## config.mk

```make
export PLATFORM = sky130hd
export DESIGN_NAME = defog_pipe_divider
export DESIGN_NICKNAME = d
export VERILOG_FILES = /design/src/rtl/defog_pipe_divider.sv
export SDC_FILE = /design/constraint.sdc
export NUM_CORES = 1
export LEC_CHECK = 0
export CORE_ASPECT_RATIO = 1.75
export CORE_MARGIN = 1
export CORE_UTILIZATION = 62
export DETAILED_ROUTE_END_ITERATION = 10
export GPL_ROUTABILITY_DRIVEN = 0
export GPL_TIMING_DRIVEN = 0
export PLACE_DENSITY = 0.83
export SLEW_MARGIN = 20
export SYNTH_ARGS = -nofsm -noshare
export SYNTH_HDL_FRONTEND = slang
export SYNTH_SLANG_ARGS = --single-unit
```

## constraint.sdc

```tcl
create_clock -name clk -period 2.6 [get_ports clk]
set_input_delay 0.26 -clock clk [delete_from_list [all_inputs] [get_ports clk]]
set_output_delay 0.26 -clock clk [all_outputs]
set_load 0.005 [all_outputs]
```

## src/rtl/defog_pipe_divider.sv

```systemverilog
// -----------------------------------------------------------------------------
// defog_pipe_divider
//
// Fully pipelined restoring divider for the defog datapath. Each accepted
// operand pair produces floor(dividend / divisor), saturated to QUOT_W bits,
// together with the tag that entered with it. One result per cycle; a single
// global stall freezes the whole pipe whenever the output is held.
//
// Pipeline shape:
//   S0          input register (dividend, clamped divisor, zero flag, tag)
//   S1..SN      one quotient bit per stage, MSB first (N = DIVIDEND_W)
//   S(N+1)      output register with saturation and flags
//
// Ports:
//   clk        rising-edge clock
//   nrst       synchronous active-low reset (clears every valid bit)
//   in_valid   operands valid
//   in_ready   operands can be accepted this cycle (combinational, ~stall)
//   dividend   unsigned numerator, DIVIDEND_W bits
//   divisor    unsigned denominator, DIVISOR_W bits
//   in_tag     sideband carried alongside the operands
//   out_valid  result valid
//   out_ready  downstream accepts the result
//   quotient   saturated floor quotient, QUOT_W bits
//   out_tag    in_tag of the same transaction
//   div_zero   effective divisor was zero
//   overflow   true quotient did not fit in QUOT_W bits (also on div_zero)
// -----------------------------------------------------------------------------
module defog_pipe_divider #(
   parameter int DIVIDEND_W = 12,
   parameter int DIVISOR_W  = 8,
   parameter int QUOT_W     = 8,
   parameter int MIN_DIV    = 0,
   parameter int TAG_W      = 1
) (
   input  logic                  clk,
   input  logic                  nrst,
   input  logic                  in_valid,
   output logic                  in_ready,
   input  logic [DIVIDEND_W-1:0] dividend,
   input  logic [DIVISOR_W-1:0]  divisor,
   input  logic [TAG_W-1:0]      in_tag,
   output logic                  out_valid,
   input  logic                  out_ready,
   output logic [QUOT_W-1:0]     quotient,
   output logic [TAG_W-1:0]      out_tag,
   output logic                  div_zero,
   output logic                  overflow
);

   localparam int N  = DIVIDEND_W;
   localparam int RW = DIVISOR_W + 1;
   localparam logic [DIVISOR_W-1:0] MIN_DIV_V = DIVISOR_W'(MIN_DIV);

   // Global stall: nothing moves while a result sits unaccepted at the output.
   logic stall;

   // Effective divisor after the transmission-floor clamp.
   logic [DIVISOR_W-1:0] eff_div;

   // Per-stage state. Index 0 is S0, index k is iteration stage Sk.
   // dq holds the not-yet-consumed dividend bits in its upper part and the
   // quotient bits produced so far in its lower part; every stage shifts it
   // left by one, so after N stages it is exactly the internal quotient.
   logic [N:0]                      vld_q, vld_d;
   logic [N:0]                      zero_q, zero_d;
   logic [N:0][TAG_W-1:0]           tag_q, tag_d;
   logic [N:0][N-1:0]               dq_q, dq_d;
   logic [N-1:0][DIVISOR_W-1:0]     dsr_q, dsr_d;
   logic [N-1:1][RW-1:0]            rem_q, rem_d;

   // Combinational helpers for the iteration stages.
   logic [N:1][RW-1:0]              rin_v;
   logic [RW:0]                     step_v;

   // Registered outputs.
   logic                            out_valid_q, out_valid_d;
   logic [QUOT_W-1:0]               quotient_q, quotient_d;
   logic [TAG_W-1:0]                out_tag_q, out_tag_d;
   logic                            div_zero_q, div_zero_d;
   logic                            overflow_q, overflow_d;

   // One restoring step: shift the next dividend bit into the partial
   // remainder, subtract the divisor when it fits. Returns {qbit, new_rem}.
   // The remainder never reaches d, so the difference always fits in RW bits
   // and can be taken modulo 2^RW.
   function automatic logic [RW:0] div_step(
      input logic [RW-1:0]        rem,
      input logic                 bit_in,
      input logic [DIVISOR_W-1:0] d
   );
      logic [RW:0]   trial;
      logic [RW-1:0] diff;
      trial = {rem, bit_in};
      diff  = trial[RW-1:0] - {1'b0, d};
      if (trial >= {2'b00, d}) begin
         div_step = {1'b1, diff};
      end else begin
         div_step = {1'b0, trial[RW-1:0]};
      end
   endfunction

   // Divisor floor. With no floor configured the divisor passes straight
   // through, which also avoids a comparison against zero that is always false.
   generate
      if (MIN_DIV > 0) begin : g_clamp
         assign eff_div = (divisor < MIN_DIV_V) ? MIN_DIV_V : divisor;
      end else begin : g_no_clamp
         assign eff_div = divisor;
      end
   endgenerate

   // Flow control: the pipe only stalls when the output holds a result that
   // downstream refuses, and input acceptance follows directly from that.
   always_comb begin
      stall    = out_valid_q & ~out_ready;
      in_ready = ~stall;
   end

   // Next-state for S0 and the iteration stages. Every stage reads only the
   // registered contents of the stage before it, so the critical path is a
   // single compare/subtract of DIVISOR_W+2 bits.
   always_comb begin
      vld_d  = '0;
      zero_d = '0;
      tag_d  = '0;
      dq_d   = '0;
      dsr_d  = '0;
      rem_d  = '0;
      rin_v  = '0;
      step_v = '0;

      vld_d[0]  = in_valid & in_ready;
      zero_d[0] = (eff_div == '0);
      tag_d[0]  = in_tag;
      dq_d[0]   = dividend;
      dsr_d[0]  = eff_div;

      // The first iteration starts from an empty partial remainder.
      rin_v[1] = '0;
      for (int k = 2; k <= N; k++) begin
         rin_v[k] = rem_q[k-1];
      end

      for (int k = 1; k <= N; k++) begin
         vld_d[k]  = vld_q[k-1];
         zero_d[k] = zero_q[k-1];
         tag_d[k]  = tag_q[k-1];
      end

      for (int k = 1; k <= N - 1; k++) begin
         step_v   = div_step(rin_v[k], dq_q[k-1][N-1], dsr_q[k-1]);
         dq_d[k]  = {dq_q[k-1][N-2:0], step_v[RW]};
         rem_d[k] = step_v[RW-1:0];
         dsr_d[k] = dsr_q[k-1];
      end

      // The last iteration only contributes the LSB of the quotient; its
      // remainder and divisor are not needed any further.
      step_v  = div_step(rin_v[N], dq_q[N-1][N-1], dsr_q[N-1]);
      dq_d[N] = {dq_q[N-1][N-2:0], step_v[RW]};
   end

   // Output stage: saturate and flag. Invalid slots drive all-zero outputs so
   // downstream never sees stale data alongside out_valid = 0.
   always_comb begin
      out_valid_d = vld_q[N];
      quotient_d  = '0;
      out_tag_d   = '0;
      div_zero_d  = 1'b0;
      overflow_d  = 1'b0;
      if (vld_q[N]) begin
         out_tag_d = tag_q[N];
         if (zero_q[N]) begin
            quotient_d = '1;
            div_zero_d = 1'b1;
            overflow_d = 1'b1;
         end else if (|(dq_q[N] >> QUOT_W)) begin
            quotient_d = '1;
            overflow_d = 1'b1;
         end else begin
            quotient_d = dq_q[N][QUOT_W-1:0];
         end
      end
   end

   // All pipeline state. Reset wins over stall so in-flight work is always
   // discarded; otherwise the whole pipe advances together or not at all,
   // which keeps bubbles in place and preserves ordering.
   always_ff @(posedge clk) begin
      if (!nrst) begin
         vld_q       <= '0;
         zero_q      <= '0;
         tag_q       <= '0;
         dq_q        <= '0;
         dsr_q       <= '0;
         rem_q       <= '0;
         out_valid_q <= 1'b0;
         quotient_q  <= '0;
         out_tag_q   <= '0;
         div_zero_q  <= 1'b0;
         overflow_q  <= 1'b0;
      end else if (!stall) begin
         vld_q       <= vld_d;
         zero_q      <= zero_d;
         tag_q       <= tag_d;
         dq_q        <= dq_d;
         dsr_q       <= dsr_d;
         rem_q       <= rem_d;
         out_valid_q <= out_valid_d;
         quotient_q  <= quotient_d;
         out_tag_q   <= out_tag_d;
         div_zero_q  <= div_zero_d;
         overflow_q  <= overflow_d;
      end
   end

   assign out_valid = out_valid_q;
   assign quotient  = quotient_q;
   assign out_tag   = out_tag_q;
   assign div_zero  = div_zero_q;
   assign overflow  = overflow_q;

endmodule

```

==> impl_metrics.yaml <==
status:
  outcome: "complete, no violations"
synthesis:
  synth_edf_count: 0
  async_flop_share_pct: 0
  synthCells: 2353
  synth_top_family_by_area: "compound AO/OA/AOI/OAI gates"
  syn_area_mm2: 0.0185
  synth_mux_area_share_pct: 1.86
  synth_compound_area_share_pct: 20.9
  ys_ff_latch: 402
  ys_warn_count: 0
  synthSimpleGateAreaFrac_pct: 18.9
  synth_nets: 2478
  synth-xor-area-share_pct: 2.33
  synth_adder_area_share_pct: 7.19
  syn_area_per_cell_um2: 7.84
  synth-main-ff-cell: "dfxtp_1"
  synth_cell_type_count: 67
  ys_seq_area_share_pct: 43.6
clocking:
  cts_tree: "yes"
  root_buffer: "clkbuf_16"
  cts_max_path_buffers: 3
  cts_made_buffers: 36
  cts_hold_buf: 0
  cts.clk_slew.worst_paths_ns: 0.07
  clkLatencyLatePin_ns: 0.56
  htreeDepth: 2
  cts.sinks: 402
flow_run:
  cap_violations: 0
sta:
  setup-violations-final: 0
  period_needed_ns: 2.58
  hold_viol_final: 0
  fin_ws_ns: 0.0167
  clock_skew_ns: 0.0121
  tns_ns: 0
  period_share_pct: 99.4
  achievable-frequency_mhz: 387
  final-max-slew-violation-count: 0
  worstMarginPinSlew_ns: 1.07
  timing.slew.headroom_pct: 28.4
cells_and_area:
  layout_common_cells: "nand2_1 (658), dfxtp_1 (399), a21oi_1 (383)"
  final_nets: 2564
  syn2layout_area_growth_pct: 12.8
  drive_gt1_share_pct: 5.19
  final_common_cell: "nand2_1"
worst_setup_path:
  crit_required_ns: 3.03
  ff2ff_setup_slack_ns: 0.02
  start_kind: "register"
  crit_arrival_ns: 3.01
  critPathKind: "register to register"
  rr_worst_depth: 10
  crit_fanout: 10
  worstReg2RegEnd: "rem_q[54]"
  r2r-start: "dq_q[83]"
  crit_path_end_kind: "register"
detailed_routing:
  vias_per_cell: 6.01
  drtPass1Iterations: 7
  wl_per_cell_um: 18.6
  vias: 17100
  wl_um: 52900
  drc: 0
  ant_nets: 0
  drtIter0Drc: 1173
power_and_ir_drop:
  power.leakage_nw: 7.51
  powerDensity_mw_per_mm2: 929
  vdd_drop_max_mv: 0.656
min_path:
  hold_depth: 3
  hold_end: "dq_d[13]"
  hp-start: "dividend[0]"
  hp-class: "primary input to register"
place:
  io_buffers: 37
  place_ws_ns: -0.531
  hpwl_um: 38400
floorplan:
  core_mm2: 0.0293
  row_count: 83
  start_util_pct: 63.0
  fp.dieH_um: 230
  die_area_mm2: 0.0305
  chipWidth_um: 132
  ioPinCount: 38
global_routing:
  grt_pass1_wl_um: 83800
  grt_max_degree: 18
  track_usage_pct: 34.9
  grt_remaining_overflow: 0
  antenna_found_initial: 0
  grt_pass1_vias: 17000
[cells in the mapped netlist, types with 3 or more instances]
master | n | area [um2]
o21ai_0 | 126 | 631
and2_1 | 3 | 18.8
nor2b_1 | 9 | 56.3
o2111ai_1 | 7 | 61.3
a31oi_1 | 15 | 93.8
and4_1 | 12 | 105
nor3_1 | 26 | 130
a211oi_1 | 17 | 128
nand3_1 | 31 | 155
a21o_1 | 25 | 188
a21boi_0 | 10 | 75.1
ha_1 | 90 | 1130
o2111ai_2 | 5 | 75.1
o31ai_1 | 6 | 45.0
nand2b_1 | 13 | 81.3
buf_1 | 5 | 18.8
nand4_1 | 14 | 87.6
buf_2 | 9 | 45.0
mux2i_1 | 31 | 310
nand3b_1 | 4 | 30.0
o21a_1 | 14 | 105
o31a_1 | 3 | 26.3
o21bai_1 | 9 | 67.6
or3_1 | 6 | 37.5
a311oi_1 | 3 | 26.3
mux2_2 | 3 | 33.8
nor4_1 | 3 | 18.8
inv_1 | 109 | 409
xnor2_1 | 33 | 289
fa_1 | 10 | 200
a21oi_1 | 389 | 1950
o211ai_1 | 17 | 128
and3_1 | 4 | 25.0
dfxtp_1 | 402 | 8050
xor2_1 | 16 | 140
clkbuf_1 | 123 | 462
nor2_1 | 57 | 214
nand2_1 | 659 | 2470
[repair_timing]
action	4_1_cts	5_1_grt
pin swaps	5	9
setup buffers	3	7
gates resized for setup	21	28
cloned	0	1
setup endpoints to repair	43	69
[critical path: stages (launching register included)]
cell	delay (ns)
dfxtp_1	0.38
inv_1	0.11
ha_1	0.18
inv_1	0.06
fa_1	0.42
a21o_1	0.19
a21oi_2	0.27
o2111ai_4	0.21
buf_4	0.24
o21ai_1	0.27
o21ai_0	0.11
[report_power, final]
part / leakage (nW) / switching, mW / total [mW] / internal, mW
Clock: 0.622 / 2.43 / 5.72 / 3.29
Sequential: 3.27 / 0.520 / 7.29 / 6.77
Combinational: 3.62 / 3.56 / 6.31 / 2.75
[stage by stage]
step                      utilization (%)  instance area (um2)  total power, mW  hold slack (ns)  instances
after floorplan                         -                18500             11.7            0.400       2353
after global placement               65.9                19300             12.9            0.438       2772
after detailed placement             65.9                19300             13.1            0.443       2772
after CTS                            70.5                20700             18.9            0.262       2839
after global routing                 71.0                20800             20.2            0.288       2847
final                                71.0                20800             19.3            0.262       2848
[final cells by class]
class,count,area [um2]
Fill cell,2343,8480
Inverter,110,413
Clock buffer,45,1020
Multi-Input combinational cell,1701,9560
Timing Repair Buffer,48,450
Sequential cell,402,8050
Buffer,140,596
Tap cell,382,478
Clock inverter,19,240
Antenna cell,1,2.50
[logic make-up after synthesis]
| family | count (synthesis) |
|---|---|
| AOI/OAI and AO/OA | 671 |
| xor gates and xnor gates | 49 |
| adders and majority gates | 100 |
| buffers and inverters | 250 |
| DFF | 402 |
| muxes | 34 |
| and+or+nand+nor | 847 |
[worst max-delay path by stage]
| stage | from | end |
|---|---|---|
| global placement | out_ready | in_ready |
| finish | dq_q[83] | rem_q[54] |
| detailed placement | out_ready | in_ready |
| floorplan | dq_q[35] | rem_q[18] |
| global route | dq_q[83] | rem_q[56] |
| CTS | dsr_d[56] | rem_q[54] |
[flip-flops by register name (all words and copies together) (netlist names)]
register,flops
tag_q,1
rem_q,99
out_tag,1
dq_q,24
dsr_d,88
zero_q,13
tag_d,12
quotient,8
div_zero,1
dsr_q,8
out_valid,1
vld_q,13
overflow,1
dq_d,132
[metal layers]
metal  wire, um  track usage, %  vias to the layer above
li1           -               -                     8156
met1      18100            33.3                     8007
met2      26900            63.7                      641
met3       2940            6.11                      299
met4       4930            30.5                        0
met5          0               0                        -
Power figures use the tool's default switching activity.
